===== src/rtl/button_event_gen_if.sv =====
// button_event_gen_if: button level in, press/release/repeat pulses and held level out.
interface button_event_gen_if;
  logic btn;
  logic press;
  logic release_p;
  logic repeat_p;
  logic held;
  modport master (output btn, input press, release_p, repeat_p, held);
  modport slave (input btn, output press, release_p, repeat_p, held);
endinterface


===== src/rtl/button_event_gen.sv =====
// button_event_gen: clean button level to press/release pulses with reset lockout.
// Auto-repeat (REPEAT state, hold/repeat counter) is compiled only with `BTN_REPEAT_EN.
module button_event_gen #(
  parameter int HOLD_CYCLES = 50_000_000,
  parameter int REPEAT_CYCLES = 10_000_000,
  parameter int CNT_W = $clog2((HOLD_CYCLES > REPEAT_CYCLES) ? HOLD_CYCLES : REPEAT_CYCLES) + 1
) (
  input logic clk,
  input logic rst_n,
  button_event_gen_if.slave bus
);
  if (HOLD_CYCLES < 1 || REPEAT_CYCLES < 1 || CNT_W < 1) begin : g_bad_params
    $error("button_event_gen: HOLD_CYCLES and REPEAT_CYCLES must be >= 1");
  end
`ifdef BTN_REPEAT_EN
  typedef enum logic [1:0] {LOCKOUT, IDLE, PRESSED, REPEAT} state_e;
`else
  typedef enum logic [1:0] {LOCKOUT, IDLE, PRESSED} state_e;
`endif
  state_e state_q, state_d;
  logic btn_q;
  logic press_q, press_d;
  logic release_q, release_d;
  logic held_q, held_d;
`ifdef BTN_REPEAT_EN
  logic repeat_q, repeat_d;
  logic [CNT_W-1:0] cnt_q, cnt_d;
`endif
  always_comb begin
    state_d = state_q;
    press_d = 1'b0;
    release_d = 1'b0;
`ifdef BTN_REPEAT_EN
    repeat_d = 1'b0;
    cnt_d = cnt_q;
`endif
    case (state_q)
      LOCKOUT: state_d = btn_q ? LOCKOUT : IDLE;
      IDLE: begin
        if (btn_q) begin
          state_d = PRESSED;
          press_d = 1'b1;
`ifdef BTN_REPEAT_EN
          cnt_d = '0;
`endif
        end
      end
      PRESSED: begin
        if (!btn_q) begin
          state_d = IDLE;
          release_d = 1'b1;
        end
`ifdef BTN_REPEAT_EN
        else if (cnt_q == CNT_W'(HOLD_CYCLES - 1)) begin
          state_d = REPEAT;
          repeat_d = 1'b1;
          cnt_d = '0;
        end else cnt_d = cnt_q + 1'b1;
`endif
      end
`ifdef BTN_REPEAT_EN
      REPEAT: begin
        // release wins over a coincident terminal count
        if (!btn_q) begin
          state_d = IDLE;
          release_d = 1'b1;
        end else if (cnt_q == CNT_W'(REPEAT_CYCLES - 1)) begin
          repeat_d = 1'b1;
          cnt_d = '0;
        end else cnt_d = cnt_q + 1'b1;
      end
`endif
      default: state_d = LOCKOUT;
    endcase
`ifdef BTN_REPEAT_EN
    held_d = (state_d == PRESSED) || (state_d == REPEAT);
`else
    held_d = state_d == PRESSED;
`endif
  end
  // btn_q resets high so a button already down at reset is held off in LOCKOUT
  always_ff @(posedge clk) begin
    if (!rst_n) begin
      state_q <= LOCKOUT;
      btn_q <= 1'b1;
      press_q <= 1'b0;
      release_q <= 1'b0;
      held_q <= 1'b0;
`ifdef BTN_REPEAT_EN
      repeat_q <= 1'b0;
      cnt_q <= '0;
`endif
    end else begin
      state_q <= state_d;
      btn_q <= bus.btn;
      press_q <= press_d;
      release_q <= release_d;
      held_q <= held_d;
`ifdef BTN_REPEAT_EN
      repeat_q <= repeat_d;
      cnt_q <= cnt_d;
`endif
    end
  end
  assign bus.press = press_q;
  assign bus.release_p = release_q;
  assign bus.held = held_q;
`ifdef BTN_REPEAT_EN
  assign bus.repeat_p = repeat_q;
`else
  assign bus.repeat_p = 1'b0;
`endif
endmodule


===== src/flat_wrapper.sv =====
// flat-port wrapper written by rule: the top's interface ports become plain ports
module button_event_gen_flat 
#(
  parameter int HOLD_CYCLES = 50_000_000,
  parameter int REPEAT_CYCLES = 10_000_000,
  parameter int CNT_W = $clog2((HOLD_CYCLES > REPEAT_CYCLES) ? HOLD_CYCLES : REPEAT_CYCLES) + 1
)
  (clk, rst_n, bus_btn, bus_press, bus_release_p, bus_repeat_p, bus_held);
  button_event_gen_if bus_i ();
  input logic clk;
  input logic rst_n;
  input wire logic [$bits(bus_i.btn)-1:0] bus_btn;
  output wire logic [$bits(bus_i.press)-1:0] bus_press;
  output wire logic [$bits(bus_i.release_p)-1:0] bus_release_p;
  output wire logic [$bits(bus_i.repeat_p)-1:0] bus_repeat_p;
  output wire logic [$bits(bus_i.held)-1:0] bus_held;
  assign bus_i.btn = bus_btn;
  assign bus_press = bus_i.press;
  assign bus_release_p = bus_i.release_p;
  assign bus_repeat_p = bus_i.repeat_p;
  assign bus_held = bus_i.held;
  button_event_gen #(.HOLD_CYCLES(HOLD_CYCLES), .REPEAT_CYCLES(REPEAT_CYCLES), .CNT_W(CNT_W)) u_core (.clk(clk), .rst_n(rst_n), .bus(bus_i));
endmodule

===== config.mk =====
export PLATFORM = sky130hd
export DESIGN_NAME = button_event_gen_flat
export DESIGN_NICKNAME = d
export VERILOG_FILES = /design/src/rtl/button_event_gen_if.sv /design/src/rtl/button_event_gen.sv /design/src/flat_wrapper.sv
export SDC_FILE = /design/constraint.sdc
export NUM_CORES = 1
export LEC_CHECK = 0
export ABC_CLOCK_PERIOD_IN_PS = 800
export CORE_AREA = 2 2 39 41
export CTS_CLUSTER_SIZE = 28
export DETAILED_ROUTE_END_ITERATION = 16
export DIE_AREA = 0 0 41 43
export SETUP_SLACK_MARGIN = 0.05
export SYNTH_ARGS = -nofsm -noshare
export SYNTH_HDL_FRONTEND = slang
export SYNTH_SLANG_ARGS = --single-unit

===== constraint.sdc =====
create_clock -name clk -period 0.8 [get_ports clk]
set_clock_uncertainty 0.1 [all_clocks]
set_input_delay 0.08 -clock clk [delete_from_list [all_inputs] [get_ports clk]]
set_output_delay 0.08 -clock clk [all_outputs]
set_load 0.01 [all_outputs]

==> impl_metrics.json <==
{
  "status": "finished with violations",
  "violations": "negative setup slack",
  "ys_top_cells_by_count": "dfxtp_1 (6), nand2b_1 (4), a21oi_1 (3), nor2_1 (2)",
  "dieArea_sq_um": 1760,
  "peakVddDrop_uv": 409,
  "worst-path-buf-inv": 1,
  "multiInputGateArea_sq_um": 98.8,
  "ios": 7,
  "synth.area.top_cells": "dfxtp_1 (66%), nand2b_1 (14%), a21oi_1 (8.2%)",
  "post-synth-top-area-cell": "dfxtp_1",
  "crit_required_ns": 0.62,
  "seq_area_frac_synth_pct": 65.8,
  "die_w_um": 41,
  "hp-class": "input port to flip-flop",
  "diodes": 0,
  "synth_async_sr_flop_share_pct": 0,
  "grt_pass1_vias": 167,
  "numClockSinks": 6,
  "end_kind": "output pin",
  "final_layout_size_suffix_gt1_share_pct": 69.2,
  "worstSetupStartpointType": "flip-flop",
  "antenna_found_initial": 0,
  "synthesis.nets": 21,
  "worstPathArrival_ns": 0.66,
  "dr.pass1.iters": 1,
  "synth-xor-area-share_pct": 0,
  "period_share_pct": 105,
  "cts_tree": "done",
  "critPathSlowestCell": "dfxtp_2",
  "synth_mux_area_share_pct": 0,
  "gp_congestion": 0.588,
  "drv_slew": 0,
  "min_from": "rst_n",
  "clock.fmax_ghz": 1.19,
  "crit_chain": "buf_6",
  "ys_ff_latch": 6,
  "setup_viol": 4,
  "fillers": 151,
  "fin_nets": 31,
  "hold_buffers": 0,
  "clk_latency_ns": 0.24,
  "crit_family": "flip-flops",
  "wl_per_cell_um": 8.40,
  "rsz0062_at_grt": "true",
  "fin_area_sq_um": 318,
  "row_count": 14,
  "via_count": 138,
  "finalHoldViolations": 0,
  "synthAdderAreaFrac_pct": 0,
  "cts-root-buf": "clkbuf_4",
  "syn_area_sq_um": 183,
  "grt_pass1_wl_um": 648,
  "routed_via_density": 3.29,
  "fin_ws_ns": -0.0415,
  "cp_slowest_stage_delay_ns": 0.31,
  "start_util_pct": 13.2,
  "setup.worst_path.class": "flip-flop to output pin",
  "core_sq_um": 1380,
  "synth_cell_type_count": 7,
  "port_buffers": 5,
  "synth_most_common_cell": "dfxtp_1",
  "max_cap_viol_count": 0,
  "htree_levels": 1,
  "critPathMaxFanout": 1,
  "drc": 0,
  "synth_top_area_share_pct": 65.8,
  "yosys.area_share.simple_pct": 19.9,
  "syn_avg_cell_area_sq_um": 10.1,
  "grt-ovfl-total": 0,
  "synth_edf_count": 0,
  "synthFlopType": "dfxtp_1",
  "antenna_left": 0,
  "synth_compound_area_share_pct": 8.22,
  "yosys_warnings": 0,
  "placed_area_sq_um": 245,
  "clk_pin_slew_ns": 0.04,
  "p_total_uw": 641,
  "routed_wirelength_um": 353,
  "p_per_area_nw_per_um2": 2020,
  "critPathLaunch": "u_core.bus.held",
  "drt_iter0_drc": 0,
  "track_usage_pct": 6.52,
  "ctsLongestPathBuffers": 2,
  "area.growth.synth_to_final_pct": 74.0,
  "dieHeight_um": 43,
  "finalCriticalPeriod_ns": 0.842,
  "grt_max_degree": 4,
  "leakagePower_nw": 0.128,
  "synth_top_family_by_area": "simple AND/OR/NAND/NOR gates",
  "syn_inst": 18,
  "cts_buffers": 3,
  "register_area_sq_um": 129,
  "timing.rr.start": "u_core.state_q[0]"
}
[power by group]
| group | internal [mW] | leakage, nW | switching, mW |
|---|---|---|---|
| logic | 0.0290 | 0.0635 | 0.0238 |
| clock network | 0.169 | 0.0138 | 0.104 |
| registers | 0.307 | 0.0509 | 0.00768 |
| total | 0.505 | 0.128 | 0.136 |
[per-stage QoR]
stage / hold WS [ns] / std cells / setup TNS (ns) / utilization, % / worst slack (ns)
after floorplan: 0.0530 / 18 / 0 / - / 0.0574
after global placement: 0.336 / 38 / -1.34 / 17.7 / -0.190
after detailed placement: 0.343 / 38 / -1.43 / 17.7 / -0.197
after CTS: 0.111 / 41 / -0.153 / 20.7 / -0.0573
after global routing: 0.169 / 42 / -0.277 / 23.0 / -0.0792
final: 0.119 / 42 / -0.110 / 23.0 / -0.0415
[timing repair]
item                                    in CTS  in global routing
pin swaps                                    2                  3
gates cloned                                 0                  0
endpoints found under the hold margin        0                  0
gates resized for setup                     21                  7
buffers inserted                             0                  1
endpoints found under the setup margin       6                  8
[worst register-to-register path, delay by kind of cell (launching register included)]
family | cells | cell delay, ns
compound gates | 1 | 0.13
flops | 1 | 0.35
simple gates | 1 | 0.16
[cell type report]
type,instances,area share [%]
clock buffers,3,7.09
repair buffers,6,15.0
well taps,16,6.30
multi-input cells,11,31.1
flip-flops and latches,6,40.6
[cells by family (layout without fill, tap and decap cells)]
family          count (synthesis)  count (layout)
buf+inv                         1               9
other cells                     1               1
compound gates                  3               3
flops                           6               6
simple gates                    7               7
[layer usage]
metal | wire length [um] | global-route usage (%)
met2 | 183 | 9.38
met1 | 114 | 4.49
met5 | 0 | 0
met4 | 19 | 10.0
met3 | 35 | 3.14
[sequential cells by signal, indices dropped and copies added, names as in the netlist]
signal / flops
u_core.state_q: 2
u_core.btn_q: 1
u_core.bus.held: 1
u_core.bus.press: 1
u_core.bus.release_p: 1
[cells in the final DEF (no fill, tap or decap), drive strengths merged]
cell type,netlist,routed
a21oi,3,3
nand2b,4,4
clkdlybuf4s50,0,1
buf,1,4
conb,1,1
nor2,2,2
dlygate4sd2,0,1
nand2,1,1
dfxtp,6,6
clkbuf,0,3
[path summary, 6_finish.rpt]
kind	depth (start not counted)	slack (ns)	to
min reg2reg	1	0.36	u_core.state_q[0]
max	1	-0.04	bus_held
min	2	0.12	u_core.btn_q
max reg2reg	2	0	u_core.state_q[1]
Power figures use the tool's default switching activity.
